File: src/rtl/dual_pwm_driver.sv
// Dual-channel H-bridge PWM driver: direction decode, reversal dead-time, boundary-synchronised duty updates.
// Define PWM_SOFT_START_EN to ramp the effective duty from 0 by RAMP_STEP per period on every RUN entry.
module dual_pwm_driver #(
    parameter int unsigned PERIOD      = 1000,
    parameter int unsigned DEAD_CYCLES = 50_000,
    parameter int unsigned DUTY0       = 600,
    parameter int unsigned DUTY1       = 700,
    parameter int unsigned DUTY2       = 800,
    parameter int unsigned DUTY3       = 1000,
    parameter int unsigned RAMP_STEP   = 50
) (
    input  logic       clk,
    input  logic       rst,
    input  logic       FWD_A,
    input  logic       BWD_A,
    input  logic       FWD_B,
    input  logic       BWD_B,
    input  logic [1:0] Duty_SelA,
    input  logic [1:0] Duty_SelB,
    output logic       IN1_A,
    output logic       IN2_A,
    output logic       IN1_B,
    output logic       IN2_B,
    output logic       PWM_A,
    output logic       PWM_B,
    output logic       Busy_A,
    output logic       Busy_B
);
    localparam int unsigned CW = (PERIOD > 1) ? $clog2(PERIOD) : 1;
    localparam int unsigned DW = $clog2(PERIOD + 1);
    localparam int unsigned KW = (DEAD_CYCLES > 1) ? $clog2(DEAD_CYCLES) : 1;

    localparam logic [1:0] STOP  = 2'd0;
    localparam logic [1:0] RUN_F = 2'd1;
    localparam logic [1:0] RUN_B = 2'd2;
    localparam logic [1:0] DEAD  = 2'd3;

    logic [CW-1:0]   cnt;
    logic [CW-1:0]   cnt_n;
    logic            boundary;
    logic [1:0]      fwd;
    logic [1:0]      bwd;
    logic [1:0][1:0] sel;

    assign fwd      = {FWD_B, FWD_A};
    assign bwd      = {BWD_B, BWD_A};
    assign sel      = {Duty_SelB, Duty_SelA};
    assign boundary = (cnt == CW'(PERIOD - 1));
    assign cnt_n    = boundary ? '0 : cnt + CW'(1);

`ifndef PWM_SOFT_START_EN
    logic unused_ramp;
    assign unused_ramp = ^RAMP_STEP;
`endif

    // Shared free-running period counter
    always_ff @(posedge clk or posedge rst) begin
        if (rst) cnt <= '0;
        else     cnt <= cnt_n;
    end

    function automatic logic [DW-1:0] duty_of(input logic [1:0] s);
        case (s)
            2'b00:   return DW'(DUTY0);
            2'b01:   return DW'(DUTY1);
            2'b10:   return DW'(DUTY2);
            default: return DW'(DUTY3);
        endcase
    endfunction

    for (genvar c = 0; c < 2; c++) begin : g_ch
        logic [1:0]    state;
        logic [1:0]    state_n;
        logic [KW-1:0] dcnt;
        logic [KW-1:0] dcnt_n;
        logic [DW-1:0] duty;
        logic [DW-1:0] duty_n;
        logic [DW-1:0] eff_n;
        logic          cmd_f;
        logic          cmd_b;
        logic          run_n;
        logic          pwm_n;
        logic          in1;
        logic          in2;
        logic          pwm;
        logic          busy;

        assign cmd_f = fwd[c] & ~bwd[c];
        assign cmd_b = bwd[c] & ~fwd[c];

`ifdef PWM_SOFT_START_EN
        logic [DW-1:0] eff;
        logic [DW:0]   ramp_sum;
        assign ramp_sum = {1'b0, eff} + (DW + 1)'(RAMP_STEP);
`endif

        // Next state, duty latch and registered-output values
        always_comb begin
            state_n = state;
            dcnt_n  = dcnt;
            duty_n  = duty;
            eff_n   = '0;
            run_n   = 1'b0;
            pwm_n   = 1'b0;
            case (state)
                STOP: begin
                    if (cmd_f)      state_n = RUN_F;
                    else if (cmd_b) state_n = RUN_B;
                end
                RUN_F: begin
                    if (cmd_b) begin
                        state_n = DEAD;
                        dcnt_n  = KW'(DEAD_CYCLES - 1);
                    end else if (!cmd_f) begin
                        state_n = STOP;
                    end
                end
                RUN_B: begin
                    if (cmd_f) begin
                        state_n = DEAD;
                        dcnt_n  = KW'(DEAD_CYCLES - 1);
                    end else if (!cmd_b) begin
                        state_n = STOP;
                    end
                end
                default: begin
                    // Exit follows whatever the command is once the dead-time has elapsed
                    if (dcnt == '0) state_n = cmd_f ? RUN_F : (cmd_b ? RUN_B : STOP);
                    else            dcnt_n  = dcnt - KW'(1);
                end
            endcase

            if (state == STOP || state == DEAD || boundary) duty_n = duty_of(sel[c]);
            run_n = (state_n == RUN_F) || (state_n == RUN_B);

`ifdef PWM_SOFT_START_EN
            if (!run_n || (state != RUN_F && state != RUN_B)) eff_n = '0;
            else if (boundary && (ramp_sum >= {1'b0, duty_n}))  eff_n = duty_n;
            else if (boundary)                                  eff_n = ramp_sum[DW-1:0];
            else                                                eff_n = eff;
`else
            eff_n = duty_n;
`endif
            pwm_n = run_n && (DW'(cnt_n) < eff_n);
        end

        always_ff @(posedge clk or posedge rst) begin
            if (rst) begin
                state <= STOP;
                dcnt  <= '0;
                duty  <= DW'(DUTY0);
                in1   <= 1'b0;
                in2   <= 1'b0;
                pwm   <= 1'b0;
                busy  <= 1'b0;
            end else begin
                state <= state_n;
                dcnt  <= dcnt_n;
                duty  <= duty_n;
                in1   <= (state_n == RUN_F);
                in2   <= (state_n == RUN_B);
                pwm   <= pwm_n;
                busy  <= (state_n == DEAD);
            end
        end

`ifdef PWM_SOFT_START_EN
        always_ff @(posedge clk or posedge rst) begin
            if (rst) eff <= '0;
            else     eff <= eff_n;
        end
`endif
    end

    assign IN1_A  = g_ch[0].in1;
    assign IN2_A  = g_ch[0].in2;
    assign PWM_A  = g_ch[0].pwm;
    assign Busy_A = g_ch[0].busy;
    assign IN1_B  = g_ch[1].in1;
    assign IN2_B  = g_ch[1].in2;
    assign PWM_B  = g_ch[1].pwm;
    assign Busy_B = g_ch[1].busy;
endmodule

File: config.mk
export PLATFORM = sky130hd
export DESIGN_NAME = dual_pwm_driver
export DESIGN_NICKNAME = d
export VERILOG_FILES = /design/src/rtl/dual_pwm_driver.sv
export SDC_FILE = /design/constraint.sdc
export NUM_CORES = 1
export LEC_CHECK = 0
export ABC_CLOCK_PERIOD_IN_PS = 4400
export BUFFER_PORTS_ARGS = -buffer_cell sky130_fd_sc_hd__buf_2
export CORE_MARGIN = 2
export CORE_UTILIZATION = 30
export DETAILED_ROUTE_END_ITERATION = 16
export PLACE_DENSITY = 0.43
export SLEW_MARGIN = 25
export SYNTH_ARGS = -nofsm -noshare
export SYNTH_HDL_FRONTEND = slang
export SYNTH_SLANG_ARGS = --single-unit
File: constraint.sdc
create_clock -name clk -period 4.4 [get_ports clk]
set_input_delay 0.44 -clock clk [delete_from_list [all_inputs] [get_ports clk]]
set_output_delay 0.44 -clock clk [all_outputs]
set_load 0.01 [all_outputs]
==> summary.txt <==
Run status
  • Outcome: finished clean

Floorplan
  • Core area: 0.0145 mm^2
  • Num rows: 44
  • Die Y: 126 um
  • IO Pins: 18
  • Die area: 0.0159 mm^2
  • Starting density of the core: 30.7%
  • Die W: 126 um

Logic synthesis
  • Synth Area in Compound Gates: 21.2%
  • Post-synthesis cell area: 0.00446 mm^2
  • Post-synth top area cell: dfrtp_1
  • Ys Warns: 0
  • Synth Area in XOR/XNOR: 0.981%
  • Post-Synthesis Cells: 482
  • Yosys top cell area share: 37.0%
  • Primary FF master, synth: dfrtp_1
  • Synth Area per Inst: 9.26 um^2
  • Fraction of the mapped netlist area in adder cells: 12.9%
  • EDFF count, synth: 0
  • Main combinational cell family by area after synthesis: compound AO/OA/AOI/OAI gates
  • Ranking of synthesized cells by area: dfrtp_1, ha_1, a21oi_1
  • Distinct cells, synth: 58
  • Post-Syn Nets: 538
  • Register area share after synthesis: 41.7%
  • Asr flop ratio synth: 100%
  • Yosys reg bits: 74
  • Simple-Gate Fraction of Synth Area: 18.5%
  • Mux cell area share after synthesis: 1.40%

Job
  • Maxcap violations: 0

Timing
  • Final slew viol count: 0
  • Setup violations, final: 0
  • FMAX: 0.290 GHz
  • Clk_skew: 0.00399 ns
  • Tightest Pin Transition: 0.846 ns
  • TNS Setup: 0 ns
  • Final hold viol count: 0
  • RSZ-0062 raised after global routing: false
  • Rel. slew slack: 43.5%
  • Period utilization: 78.4%
  • Post-route minimum period: 3.45 ns

Power and ir drop
  • Leak: 2.22 nW
  • Int Power: 1.99 mW
  • Switching part of the total: 41.6%
  • Combinational Power Share: 46.5%
  • IR drop worst, VDD: 0.261 mV
  • Clk pwr share: 23.4%
  • Reg power frac: 30.1%
  • Sw Pwr: 1.42 mW
  • Pwr dens: 671 mW/mm^2

Drt
  • Via count: 3,612
  • Final WL: 10,200 um
  • Pre-antenna DRT Iters: 6
  • Initial DRC Count: 238
  • DRT antenna net count: 0
  • DRC: 0
  • Drt via density: 5.22
  • DR WL/cell: 14.7 um

Setup path
  • CP startpoint kind: flip-flop
  • Kind of end point of the critical path: flip-flop
  • Worst-case reg-to-reg path depth: 13
  • Slowest stage cell, crit path: nand2b_1
  • Register-to-register setup slack: 0.95 ns
  • CP peak stage delay: 0.52 ns
  • Worst EP required: 4.67 ns
  • Critical path, cell by cell: ha_1 -> nand3_1 -> nor4_2 -> buf_4 -> nand2b_1 -> nand2_1 -> o21ai_0 -> ha_1 -> a21o_1 -> a21o_1 -> a21oi_1 -> o311ai_0 -> a21oi_1
  • CP max FO: 19
  • FF-to-FF Start: cnt[0]$_DFF_PP0_
  • Worst Path Class, Setup: reg -> reg
  • Worst Path Arrival: 3.72 ns
  • FF-to-FF End: PWM_A$_DFF_PP0_

Clock network
  • CTS buffer count: 9
  • CTS max path bufs: 2
  • Postcts setup bufs: 0
  • Clock sink count: 74
  • Hold-fix buffers, CTS: 0
  • Worst-path clk slew: 0.06 ns
  • Worst-Skew Late Latency: 0.34 ns
  • CTS Root Cell: clkbuf_16
  • Gates resized, CTS repair: 0
  • CTS tree: yes
  • CTS H-tree lvls: 3

Cells and area
  • Commonest non-fill, non-tap cells in the layout: dfrtp_1, nor2_1, a21oi_1, ha_1, o21ai_0
  • Layout Utilization: 34.9%
  • N_diodes: 0
  • Fraction of layout cells with a size suffix above 1: 12.2%
  • Final nets: 559
  • P&R area growth vs syn: 13.8%
  • Commonest non-fill, non-tap cell in the layout: dfrtp_1

Global routing
  • Largest net degree at the start of global routing: 47
  • GRT Residual Overflow: 0
  • Number of global-route vias before repair: 3,476
  • GRT Total Usage: 13.6%
  • Initial antenna violation count: 0
  • First-pass GRT wire length: 17,500 um

Place
  • I/O Buffers: 17
  • GP Congestion: 0.797
  • Detailed placement HPWL: 7250 um

Hold path
  • Worst min path class: in -> async
[kinds of logic after synthesis]
logic type	Yosys count
muxes	6
DFF	74
adders and majority gates	46
AOI/OAI and AO/OA	152
and+or+nand+nor	162
buffers and inverters	37
xor gates and xnor gates	5
[flip-flops by register name (all words and copies together) (netlist names), 4 cells and up]
name        cells
cnt            10
g_ch.state      4
g_ch.dcnt      32
g_ch.duty      20
[worst max-delay path by stage]
| stage | from | end | slack, ns | cells past startpoint |
|---|---|---|---|---|
| finish | cnt[0]$_DFF_PP0_ | PWM_A$_DFF_PP0_ | 0.95 | 13 |
| global route | cnt[0]$_DFF_PP0_ | PWM_A$_DFF_PP0_ | 0.48 | 13 |
| CTS | cnt[0]$_DFF_PP0_ | PWM_A$_DFF_PP0_ | 0.92 | 13 |
| detailed placement | cnt[0]$_DFF_PP0_ | PWM_A$_DFF_PP0_ | 0.95 | 13 |
| global placement | cnt[0]$_DFF_PP0_ | PWM_A$_DFF_PP0_ | 1.07 | 13 |
| floorplan | cnt[0]$_DFF_PP0_ | PWM_B$_DFF_PP0_ | 1.38 | 13 |
[power groups by stage]
stage	clock, mW	combinational (mW)	sequential [mW]
after floorplan	0	1.23	1.01
after global placement	0	1.59	1.03
after detailed placement	0	1.60	1.04
after CTS	0.826	1.60	1.03
after global routing	0.854	1.82	1.06
final	0.797	1.58	1.03
[critical path: cells and delay by family (launching register included)]
kind	cells	cell delay, ns
compound gates	6	0.84
flops	1	0.41
buf+inv	1	0.23
simple gates	4	1.37
fa+ha+maj	2	0.51
[Yosys cell counts (3+ instances only)]
master / count
a211oi_1: 3
a21o_1: 13
a21oi_1: 46
a31oi_1: 14
and2_1: 4
buf_2: 3
clkbuf_1: 7
dfrtp_1: 66
dfstp_2: 8
ha_1: 46
inv_1: 25
mux2i_1: 4
nand2_1: 29
nand2b_1: 7
nand3_1: 12
nand4_1: 5
nor2_1: 50
nor2b_1: 4
nor3_1: 16
nor4_1: 9
o21a_1: 7
o21ai_0: 37
o22ai_1: 4
o31ai_1: 6
or2_2: 5
or3_1: 4
xor2_1: 3
[stage by stage]
stage | power, mW | cells | area, um^2 | hold slack [ns] | setup WS [ns]
2_1_floorplan | 2.24 | 482 | 4460 | 0.433 | 1.38
3_3_place_gp | 2.62 | 676 | 4760 | 0.457 | 1.07
3_5_place_dp | 2.63 | 676 | 4760 | 0.454 | 0.947
4_1_cts | 3.45 | 692 | 5080 | 0.280 | 0.923
5_1_grt | 3.72 | 692 | 5080 | 0.308 | 0.484
6_report | 3.41 | 692 | 5080 | 0.238 | 0.951
[metal layers]
metal	vias to the layer above	global-route usage (%)	wire, um
met5	-	0	0
met2	62	20.6	4620
met1	1727	18.7	5030
li1	1810	-	-
met4	0	4.14	114
met3	13	4.33	406
[layout make-up]
class                           count  area [um^2]
Timing Repair Buffer               21          115
Clock buffer                       10          229
Sequential cell                    74         1860
Fill cell                        1522         9460
Multi-Input combinational cell    371         2450
Clock inverter                      6         91.3
Tap cell                          184          230
Inverter                           26         98.8
No activity file was read; power rests on OpenSTA's default activity.
